[config.mk]
export PLATFORM = sky130hd
export DESIGN_NAME = systolic_ctrl_flat
export DESIGN_NICKNAME = d
export VERILOG_FILES = /design/src/rtl/systolic_ctrl_pkg.sv /design/src/rtl/systolic_ctrl_if.sv /design/src/rtl/systolic_ctrl_skew.sv /design/src/rtl/systolic_ctrl.sv /design/src/flat_wrapper.sv
export SDC_FILE = /design/constraint.sdc
export NUM_CORES = 1
export LEC_CHECK = 0
export CELL_PAD_IN_SITES_DETAIL_PLACEMENT = 0
export CELL_PAD_IN_SITES_GLOBAL_PLACEMENT = 1
export CORE_AREA = 8 8 73 82
export DETAILED_ROUTE_END_ITERATION = 8
export DIE_AREA = 0 0 81 90
export PLACE_DENSITY_LB_ADDON = 0.1
export SYNTH_ARGS = -nofsm -noshare
export SYNTH_HDL_FRONTEND = slang
export SYNTH_SLANG_ARGS = --single-unit
[constraint.sdc]
create_clock -name clk -period 4.2 [get_ports clk]
set_input_delay 0.84 -clock clk [delete_from_list [all_inputs] [get_ports clk]]
set_output_delay 0.84 -clock clk [all_outputs]
set_load 0.05 [all_outputs]
[src/rtl/systolic_ctrl_pkg.sv]
// Shared types and defaults for the systolic array sequencer.
package systolic_pkg;

  typedef enum logic [2:0] {
    IDLE    = 3'd0,
    CLEAR   = 3'd1,
    COMPUTE = 3'd2,
    READ    = 3'd3,
    DONE    = 3'd4
  } state_t;

  localparam int DEF_DIM = 8;
  localparam int DEF_K   = 8;

  // Cycles needed to push K elements through the diagonal skew of a DIM x DIM array.
  function automatic int compute_len(input int dim, input int k);
    return k + 2 * (dim - 1);
  endfunction

endpackage

[src/rtl/systolic_ctrl_if.sv]
// Control/handshake bundle between the front-end, the sequencer and the systolic array.
interface systolic_ctrl_if import systolic_pkg::*; #(parameter int DIM = DEF_DIM) ();

  logic                    start;
  logic                    abort;
  logic                    busy;
  logic                    done;
  logic                    mac_en;
  logic                    mac_wren;
  logic                    c_zero;
  logic [$clog2(DIM)-1:0]  c_row;
  logic [DIM-1:0]          a_lane_en;
  logic [DIM-1:0]          b_lane_en;
  logic                    cout_valid;
  logic                    cout_ready;
  logic [31:0]             perf_cycles;

  modport master (
    input  start, abort, cout_ready,
    output busy, done, mac_en, mac_wren, c_zero, c_row,
           a_lane_en, b_lane_en, cout_valid, perf_cycles
  );

  modport slave (
    output start, abort, cout_ready,
    input  busy, done, mac_en, mac_wren, c_zero, c_row,
           a_lane_en, b_lane_en, cout_valid, perf_cycles
  );

endinterface

[src/rtl/systolic_ctrl_skew.sv]
// Diagonal feed skew: lane r (row of A / column of B) is fed during phases r .. r+K-1.
module systolic_skew #(
  parameter int DIM = 8,
  parameter int K   = 8,
  parameter int CW  = 5
) (
  input  logic [CW-1:0]  t,
  input  logic           active,
  output logic [DIM-1:0] a_lane_en,
  output logic [DIM-1:0] b_lane_en
);

  // Per-lane window decode; B columns share the A row timing.
  always_comb begin
    a_lane_en = {DIM{1'b0}};
    for (int r = 0; r < DIM; r++) begin
      if (active && (t >= CW'(r)) && (t < CW'(r + K))) begin
        a_lane_en[r] = 1'b1;
      end else begin
        a_lane_en[r] = 1'b0;
      end
    end
    b_lane_en = a_lane_en;
  end

endmodule

[src/rtl/systolic_ctrl.sv]
// Pass sequencer for a DIM x DIM tpumac array: clear C, stream skewed A/B, read C, pulse done.
// Optional pass cycle counter enabled by defining SYSTOLIC_CTRL_PERF_EN.
module systolic_ctrl import systolic_pkg::*; #(
  parameter int DIM = DEF_DIM,
  parameter int K   = DEF_K,
  parameter int CW  = $clog2(K + 2 * DIM)
) (
  input  logic            clk,
  input  logic            rst,
  systolic_ctrl_if.master bus
);

  localparam int            RW       = $clog2(DIM);
  localparam int            CLEN     = compute_len(DIM, K);
  localparam logic [CW-1:0] CNT_ZERO = {CW{1'b0}};
  localparam logic [CW-1:0] CNT_ONE  = CW'(1);
  localparam logic [CW-1:0] LAST_ROW = CW'(DIM - 1);
  localparam logic [CW-1:0] LAST_T   = CW'(CLEN - 1);

  state_t          state_r, state_s;
  logic [CW-1:0]   cnt_r, cnt_s;
  logic            compute_s;
  logic [DIM-1:0]  a_lane_s, b_lane_s;

  logic            busy_r, done_r, mac_en_r, mac_wren_r, c_zero_r, cout_valid_r;
  logic [RW-1:0]   c_row_r;
  logic [DIM-1:0]  a_lane_r, b_lane_r;

  // Next state and phase counter; abort beats every other transition in active states.
  always_comb begin
    state_s = state_r;
    cnt_s   = cnt_r;
    case (state_r)
      IDLE: begin
        if (bus.start && !bus.abort) begin
          state_s = CLEAR;
        end else begin
          state_s = IDLE;
        end
        cnt_s = CNT_ZERO;
      end
      CLEAR: begin
        if (bus.abort) begin
          state_s = IDLE;
          cnt_s   = CNT_ZERO;
        end else if (cnt_r == LAST_ROW) begin
          state_s = COMPUTE;
          cnt_s   = CNT_ZERO;
        end else begin
          cnt_s = cnt_r + CNT_ONE;
        end
      end
      COMPUTE: begin
        if (bus.abort) begin
          state_s = IDLE;
          cnt_s   = CNT_ZERO;
        end else if (cnt_r == LAST_T) begin
          state_s = READ;
          cnt_s   = CNT_ZERO;
        end else begin
          cnt_s = cnt_r + CNT_ONE;
        end
      end
      READ: begin
        // cout_valid is always high here, so cout_ready alone completes the handshake
        if (bus.abort) begin
          state_s = IDLE;
          cnt_s   = CNT_ZERO;
        end else if (bus.cout_ready && (cnt_r == LAST_ROW)) begin
          state_s = DONE;
          cnt_s   = CNT_ZERO;
        end else if (bus.cout_ready) begin
          cnt_s = cnt_r + CNT_ONE;
        end else begin
          cnt_s = cnt_r;
        end
      end
      DONE: begin
        state_s = IDLE;
        cnt_s   = CNT_ZERO;
      end
      default: begin
        state_s = IDLE;
        cnt_s   = CNT_ZERO;
      end
    endcase
  end

  assign compute_s = (state_s == COMPUTE);

  systolic_skew #(.DIM(DIM), .K(K), .CW(CW)) u_skew (
    .t         (cnt_s),
    .active    (compute_s),
    .a_lane_en (a_lane_s),
    .b_lane_en (b_lane_s)
  );

  // State register plus Moore outputs decoded from the next state so they align with it.
  always_ff @(posedge clk or posedge rst) begin
    if (rst) begin
      state_r      <= IDLE;
      cnt_r        <= CNT_ZERO;
      busy_r       <= 1'b0;
      done_r       <= 1'b0;
      mac_en_r     <= 1'b0;
      mac_wren_r   <= 1'b0;
      c_zero_r     <= 1'b0;
      cout_valid_r <= 1'b0;
      c_row_r      <= {RW{1'b0}};
      a_lane_r     <= {DIM{1'b0}};
      b_lane_r     <= {DIM{1'b0}};
    end else begin
      state_r      <= state_s;
      cnt_r        <= cnt_s;
      busy_r       <= (state_s != IDLE);
      done_r       <= (state_s == DONE);
      mac_en_r     <= compute_s;
      mac_wren_r   <= (state_s == CLEAR);
      c_zero_r     <= (state_s == CLEAR);
      cout_valid_r <= (state_s == READ);
      c_row_r      <= ((state_s == CLEAR) || (state_s == READ)) ? cnt_s[RW-1:0] : {RW{1'b0}};
      a_lane_r     <= a_lane_s;
      b_lane_r     <= b_lane_s;
    end
  end

  assign bus.busy       = busy_r;
  assign bus.done       = done_r;
  assign bus.mac_en     = mac_en_r;
  assign bus.mac_wren   = mac_wren_r;
  assign bus.c_zero     = c_zero_r;
  assign bus.cout_valid = cout_valid_r;
  assign bus.c_row      = c_row_r;
  assign bus.a_lane_en  = a_lane_r;
  assign bus.b_lane_en  = b_lane_r;

`ifdef SYSTOLIC_CTRL_PERF_EN
  logic [31:0] perf_r;

  // Cleared on an accepted start, counts busy cycles, saturates, frozen while idle.
  always_ff @(posedge clk or posedge rst) begin
    if (rst) begin
      perf_r <= 32'd0;
    end else if ((state_r == IDLE) && bus.start && !bus.abort) begin
      perf_r <= 32'd0;
    end else if (busy_r && (perf_r != 32'hFFFF_FFFF)) begin
      perf_r <= perf_r + 32'd1;
    end else begin
      perf_r <= perf_r;
    end
  end

  assign bus.perf_cycles = perf_r;
`else
  assign bus.perf_cycles = 32'd0;
`endif

endmodule

[src/flat_wrapper.sv]
// flat-port wrapper written by rule: the top's interface ports become plain ports
module systolic_ctrl_flat import systolic_pkg::*;
#(
  parameter int DIM = DEF_DIM,
  parameter int K   = DEF_K,
  parameter int CW  = $clog2(K + 2 * DIM)
)
  (clk, rst, bus_start, bus_abort, bus_cout_ready, bus_busy, bus_done, bus_mac_en, bus_mac_wren, bus_c_zero, bus_c_row, bus_a_lane_en, bus_b_lane_en, bus_cout_valid, bus_perf_cycles);
  systolic_ctrl_if #(.DIM(DIM)) bus_i ();
  input  logic clk;
  input  logic rst;
  input wire logic [$bits(bus_i.start)-1:0] bus_start;
  input wire logic [$bits(bus_i.abort)-1:0] bus_abort;
  input wire logic [$bits(bus_i.cout_ready)-1:0] bus_cout_ready;
  output wire logic [$bits(bus_i.busy)-1:0] bus_busy;
  output wire logic [$bits(bus_i.done)-1:0] bus_done;
  output wire logic [$bits(bus_i.mac_en)-1:0] bus_mac_en;
  output wire logic [$bits(bus_i.mac_wren)-1:0] bus_mac_wren;
  output wire logic [$bits(bus_i.c_zero)-1:0] bus_c_zero;
  output wire logic [$bits(bus_i.c_row)-1:0] bus_c_row;
  output wire logic [$bits(bus_i.a_lane_en)-1:0] bus_a_lane_en;
  output wire logic [$bits(bus_i.b_lane_en)-1:0] bus_b_lane_en;
  output wire logic [$bits(bus_i.cout_valid)-1:0] bus_cout_valid;
  output wire logic [$bits(bus_i.perf_cycles)-1:0] bus_perf_cycles;
  assign bus_i.start = bus_start;
  assign bus_i.abort = bus_abort;
  assign bus_i.cout_ready = bus_cout_ready;
  assign bus_busy = bus_i.busy;
  assign bus_done = bus_i.done;
  assign bus_mac_en = bus_i.mac_en;
  assign bus_mac_wren = bus_i.mac_wren;
  assign bus_c_zero = bus_i.c_zero;
  assign bus_c_row = bus_i.c_row;
  assign bus_a_lane_en = bus_i.a_lane_en;
  assign bus_b_lane_en = bus_i.b_lane_en;
  assign bus_cout_valid = bus_i.cout_valid;
  assign bus_perf_cycles = bus_i.perf_cycles;
  systolic_ctrl #(.DIM(DIM), .K(K), .CW(CW)) u_core (.clk(clk), .rst(rst), .bus(bus_i));
endmodule
# Yosys cells after proc, flatten, opt, wreduce, memory -nomap -nowiden
# Index checks and enable logic that the tools add are counted.
totals:
  output_inout_bits: 57
  wordCells: 82
  mem_bits_ro: 0
  ram_bits: 0
  regBits: 24
  latch_bits: 0
  input_bits: 5
  n_memories: 0
classes:
  bitwise: 0
  eq_ne: 9
  n_reduce_logical: 22
  div_mod_pow: 0
  mux: 25
  order_cmp: 16
  n_shift: 0
  add_sub_neg: 1
  multipliers: 0
ops:
  columns: ["cell", "n"]
  rows:
  - ["less-than comparator 5 x 4 -> 1 bit (second input constant)", 8]
  - ["two-way mux 5 bit", 7]
  - ["two-way mux 3 bit", 7]
  - ["greater-or-equal comparator 5 x 3 -> 1 bit (second input constant)", 4]
  - ["logical AND 1 bit", 18]
  - ["case mux 5 bit (3 select lines)", 1]
  - ["equality test 3 x 2 -> 1 bit (second input constant)", 4]
  - ["case mux 3 bit (4 select lines)", 1]
  - ["greater-or-equal comparator 5 x 1 -> 1 bit (second input constant)", 2]
  - ["greater-or-equal comparator 5 x 2 -> 1 bit (second input constant)", 2]
  - ["two-way mux 1 bit", 9]
  - ["equality test 3 x 1 -> 1 bit (second input constant)", 2]
  - ["adder 5 x 1 -> 5 bit (second input constant)", 1]
  - ["equality test 5 x 3 -> 1 bit (second input constant)", 1]
  - ["equality test 5 bit (second input constant)", 1]
  - ["equality test 3 bit (second input constant)", 1]
  - ["zero test 3 bit", 1]
  - ["nonzero test 3 bit", 1]
  - ["zero test 1 bit", 1]
  - ["logical OR 1 bit", 1]

# Logic depth before layout (Yosys ltp)
depth:
  ltp_word: 9
  mapped_depth: 9
  mapped_depth_nobuf: 8

# By module
# A second synthesis with hierarchy kept.
unflattened:
  hier_cells: 169
  hier_area_um2: 1790.5
by_module_without_submodules:
  columns: ["module", "n_inst", "seq_area_each_um2", "cells_each", "area_per_inst_um2"]
  rows:
  - ["systolic_ctrl", 1, 800.8, 139, 1580.3]
  - ["systolic_skew", 1, 0.0, 30, 210.2]

# Least setup slack after synthesis
# OpenSTA, ideal clock, no wires.
synth_path:
  path_type: "input to register"
  from: "input bus_abort"
  to: "register u_core.a_lane_r[1] (netlist: u_core.bus.a_lane_en[1])"
  path_slack_ns: 2.148
  path_buffers: 0
  t_required_ns: 4.062
  stages: 5
  arrival_ns: 1.914
  setup_time_ns: 0.138
  path_cell_list: "nand4bb_1 > nor2_1 > nor2_1 > o41ai_4 > nor2_1"
synth_via:
  elab_chain_len: 8
  word_cells_on_any_way: 17
  cone_classes: "order compare (2); eq/ne (1); mux (10); reduce/logical (4)"
synth_lines:
  columns: ["element", "line_no", "source"]
  rows:
  - ["from (decl)", "flat_wrapper.sv:13", "input wire logic [$bits(bus_i.abort)-1:0] bus_abort;"]
  - ["branches (longest 6 deep; another with greater-or-equal comparator 5 x 1 -> 1 bit)", null, null]
  - ["logical AND 1 bit (*)", "systolic_ctrl_skew.sv:17", "if (active && (t >= CW'(r)) && (t < CW'(r + K))) begin"]
  - ["two-way mux 1 bit (*)", "systolic_ctrl_skew.sv:17", null]
  - ["named net u_core.a_lane_s[1]", "systolic_ctrl.sv:23", "logic [DIM-1:0] a_lane_s, b_lane_s;"]
  - ["to (signal assigned)", "systolic_ctrl.sv:110", "a_lane_r <= {DIM{1'b0}};"]
  - ["to (signal assigned)", "systolic_ctrl.sv:122", "a_lane_r <= a_lane_s;"]
  - ["to (decl)", "systolic_ctrl.sv:27", "logic [DIM-1:0] a_lane_r, b_lane_r;"]
# Mark *: on every way through the listed nets, which the timed path passes.

# Worst setup path in the final report
layout_path:
  from: "input bus_cout_ready"
  to: "register u_core.a_lane_r[3] (netlist: u_core.bus.a_lane_en[3])"
layout_via:
  elab_chain_len: 8
  word_cells_on_any_way: 14
  cone_classes: "order compare (2); eq/ne (1); mux (8); reduce/logical (3)"
layout_lines:
  columns: ["element", "line_no", "source"]
  rows:
  - ["from (decl)", "flat_wrapper.sv:14", "input wire logic [$bits(bus_i.cout_ready)-1:0] bus_cout_ready;"]
  - ["two-way mux 5 bit or logical AND 1 bit (tied branches)", "systolic_ctrl.sv:72, systolic_ctrl.sv:69", null]
  - ["two-way mux 5 bit or two-way mux 3 bit (tied branches)", "systolic_ctrl.sv:69", "end else if (bus.cout_ready && (cnt_r == LAST_ROW)) begin"]
  - ["two-way mux 5 bit or two-way mux 3 bit (tied branches)", "systolic_ctrl.sv:66", "if (bus.abort) begin"]
  - ["case mux 5 bit (3 select lines) or case mux 3 bit (4 select lines) (tied branches)", "systolic_ctrl.sv:33", "case (state_r)"]
  - ["greater-or-equal comparator 5 x 2 -> 1 bit or equality test 3 x 2 -> 1 bit (tied branches)", "systolic_ctrl_skew.sv:17, systolic_ctrl.sv:89", null]
  - ["logical AND 1 bit", "systolic_ctrl_skew.sv:17", null]
  - ["logical AND 1 bit (*)", "systolic_ctrl_skew.sv:17", null]
  - ["two-way mux 1 bit (*)", "systolic_ctrl_skew.sv:17", null]
  - ["named net u_core.a_lane_s[3]", "systolic_ctrl.sv:23", null]
# The timed path passes the listed nets; every way through them passes the cells marked *.

==> results.cfg <==
[cells_and_area]
layout_common_cells = sky130_fd_sc_hd__conb_1 (32), sky130_fd_sc_hd__clkdlybuf4s50_1 (29), sky130_fd_sc_hd__nor2_1 (25)
post-route-cell-area_um2 = 1730
footprint_of_the_multi_input_gates_um2 = 656
stdcell_count = 235
layout.area.seq_um2 = 601
insertedDiodeCount = 0
fillerInstances = 498
layout-drive-gt1-share_pct = 8.47
mostFrequentLayoutCell = sky130_fd_sc_hd__conb_1
area_delta_synth_final_pct = 13.4
nets = 185

[route]
met3_length_um = 237
drcViolationCount = 0
number_of_optimization_iterations_in_the_first_detailed_route_pass = 4
route.final.wire_length_um = 3250
vias_per_cell = 4.38
detail_route.wl_per_cell_um = 13.8
via_count = 1030
maxUsedRoutingLayer = met4
dr_wl_met2_um = 1610
drt.antenna.violating_nets = 0
initialDrtViolationCount = 51
drt-met1-wl_um = 1350

[hold_path]
min_path_cells = 2
hold_path_class = flip-flop to flip-flop
min_from = u_core.state_r[2]
hold_critical_path_endpoint = u_core.state_r[2]

[synth]
synth_mux_area_share_pct = 0
synth_top_family_by_area = buffers and inverters
synthDominantCellAreaShare_pct = 39.3
synth_adder_area_share_pct = 1.64
synth.top_cells.by_area = sky130_fd_sc_hd__dfrtp_1 (39%), sky130_fd_sc_hd__buf_4 (22%), sky130_fd_sc_hd__nor2_1 (6.1%)
synthesis.area_um2 = 1530
synthesis.yosys.warnings = 0
post_synthesis_share_of_cell_area_spent_on_and_or_nand_and_nor_gates_pct = 16.2
postSynthAreaPerCell_um2 = 9.66
library_cell_with_the_largest_summed_area_after_synthesis = sky130_fd_sc_hd__dfrtp_1
synth_cell_types = 39
synthXorXnorAreaFrac_pct = 4.02
synthCells = 158
synth-compound-area-share_pct = 13.2
synth_seq_cells = 24
synth.yosys.seq_area_share_pct = 39.3

[placement]
dp_cells = 231
portbufs = 29
placement.setup.worst_slack_ps = 1290
dpl.hpwl_um = 2500
dpl-instance-area_um2 = 1660
routability_cong = 0.798

[grt]
grt_pass1_wl_um = 5420
globalRoute.totalOverflow = 0
grt_antenna_before_repair = 0
track_usage_pct = 9.43
number_of_global_route_vias_before_repair = 1088
grt_start_max_net_pins = 25

[timing]
worst_pin_slew_ps = 906
worst_setup_margin_ps = 1620
timing.setup.tns_ps = 0
final-max-slew-violation-count = 0
maxClockFrequency_mhz = 387
finClkSkew_ps = 2.57
slew_limit_headroom_pct = 39.5
timing.final.crit_period_ps = 2580
timing_hold_violations_final = 0
final_min_period_over_clock_period_pct = 61.5
final-setup-viol-count = 0
worst_hold_slack_across_all_endpoints_ps = 660
unrepaired_setup_endpoints_after_global_routing = false

[worst_setup_path]
worstReg2RegStart = u_core.cnt_r[0]
cp-end-kind = flip-flop
worstReg2RegEnd = u_core.bus.a_lane_en[3]
startpoint_type = input pin
cp_max_fo = 8
critPathKind = input pin to flip-flop
ff_to_ff_setup_slack_ps = 2120
worstPathRequired_ps = 4340
rr_worst_depth = 7
cp_data_arrival_time_ps = 2720

[floorplan]
coreArea_um2 = 4730
die_area_um2 = 7290
floorplan.initialDensity_pct = 32.3
floorplan.die.width_um = 81
io_pins = 62
die_height_um = 90
floorplan.rows = 27

[clock_tree]
clk-insertion-delay-late_ps = 270
cts_made_buffers = 3
clk_root_buffer_cell = sky130_fd_sc_hd__clkbuf_8
cts.reportedPaths.clkPinSlew_ps = 90
cts_resized = 0
num_clock_sinks = 24
cts_tree = yes
cts_hold_repair.buffers = 0
clockBufferDepth = 2
cts_setup_buffers = 0
clock_h_tree_levels = 1

[power]
p_per_area_nw_per_um2 = 322
ir_drop_mv = 0.113
pleak_nw = 0.766

[job]
maxCapViolCount = 0

[run_status]
run_status = finished, final reports clean
==> where the power goes <==
part	switching (W)	leakage, nW	internal (W)	total [W]
clock	0.0000751	0.0357	0.000127	0.000203
combinational	0.0000952	0.400	0.0000203	0.000116
sequential	0.00000524	0.330	0.000235	0.000240
total	0.000176	0.766	0.000382	0.000558
==> registers in the layout (all words and copies together), names as in the netlist <==
register and cells:
u_core.bus.done 1, u_core.state_r 3, u_core.bus.mac_wren 1, u_core.bus.cout_valid 1, u_core.bus.c_row 3, u_core.bus.busy 1
u_core.bus.mac_en 1, u_core.cnt_r 5, u_core.bus.a_lane_en 8
==> synthesized netlist by cell type, drive strengths merged <==
library cell	n
dfrtp	24
and4bb	1
nor2	26
and4b	1
ha	2
nand3	3
o211ai	1
or2	1
a31oi	2
nand4bb	1
o32ai	1
nand2b	2
nor3	4
o22ai	1
nand4	1
nand2	5
buf	46
xnor2	7
nor3b	1
o2111a	1
a41o	1
o2111ai	1
inv	9
o41ai	1
nor2b	1
a22oi	1
o21a	1
a21oi	4
o221ai	1
o21ai	3
o2bb2ai	1
conb	1
a211oi	1
nor4	1
==> cell families (layout without fill, tap and decap cells) <==
kind of cell | count (synthesis) | count (layout)
AOI/OAI and AO/OA | 21 | 21
buffers and inverters | 55 | 43
other | 1 | 32
and+or+nand+nor | 48 | 48
adders and majority gates | 2 | 2
xor gates and xnor gates | 7 | 7
DFF | 24 | 24
==> how the worst max path moves through the flow <==
| stage | start | endpoint | slack, ps | depth (start not counted) |
|---|---|---|---|---|
| 6_report | bus_cout_ready | u_core.bus.a_lane_en[3] | 1620 | 7 |
| 5_1_grt | bus_cout_ready | u_core.bus.a_lane_en[3] | 1490 | 7 |
| 4_1_cts | bus_cout_ready | u_core.bus.a_lane_en[3] | 1590 | 7 |
| 3_5_place_dp | bus_cout_ready | u_core.bus.a_lane_en[3] | 1290 | 7 |
| 3_3_place_gp | bus_cout_ready | u_core.bus.a_lane_en[3] | 1290 | 7 |
| 2_1_floorplan | bus_abort | u_core.bus.a_lane_en[1] | 2150 | 5 |
==> worst max-delay path: stages <==
cell	delay (ps)
sky130_fd_sc_hd__clkdlybuf4s50_1	670
sky130_fd_sc_hd__nand2b_1	180
sky130_fd_sc_hd__o2bb2ai_1	70
sky130_fd_sc_hd__o21ai_1	510
sky130_fd_sc_hd__o21ai_0	230
sky130_fd_sc_hd__xnor2_1	170
sky130_fd_sc_hd__nor2_1	60
==> layer usage <==
| layer | vias to the layer above | GRT usage (%) |
|---|---|---|
| li1 | 488 | - |
| met5 | - | 0 |
| met1 | 489 | 11.1 |
| met2 | 48 | 15.4 |
| met4 | 0 | 3.58 |
| met3 | 5 | 2.79 |
==> metrics by stage <==
step           total power (W)  util [%]
5_1_grt               0.000583      36.6
6_report              0.000558      36.6
4_1_cts               0.000564      36.6
3_3_place_gp          0.000360      35.1
2_1_floorplan         0.000368         -
3_5_place_dp          0.000360      35.1
==> layout make-up <==
type / instances / share of cell area [%]
clock buffers: 3 / 2.38
clock inverters: 1 / 1.73
inverters: 9 / 1.95
multi-input cells: 110 / 37.9
flip-flops and latches: 24 / 34.7
well taps: 58 / 4.19
repair buffers: 30 / 17.2
No activity file was read; power rests on OpenSTA's default activity.
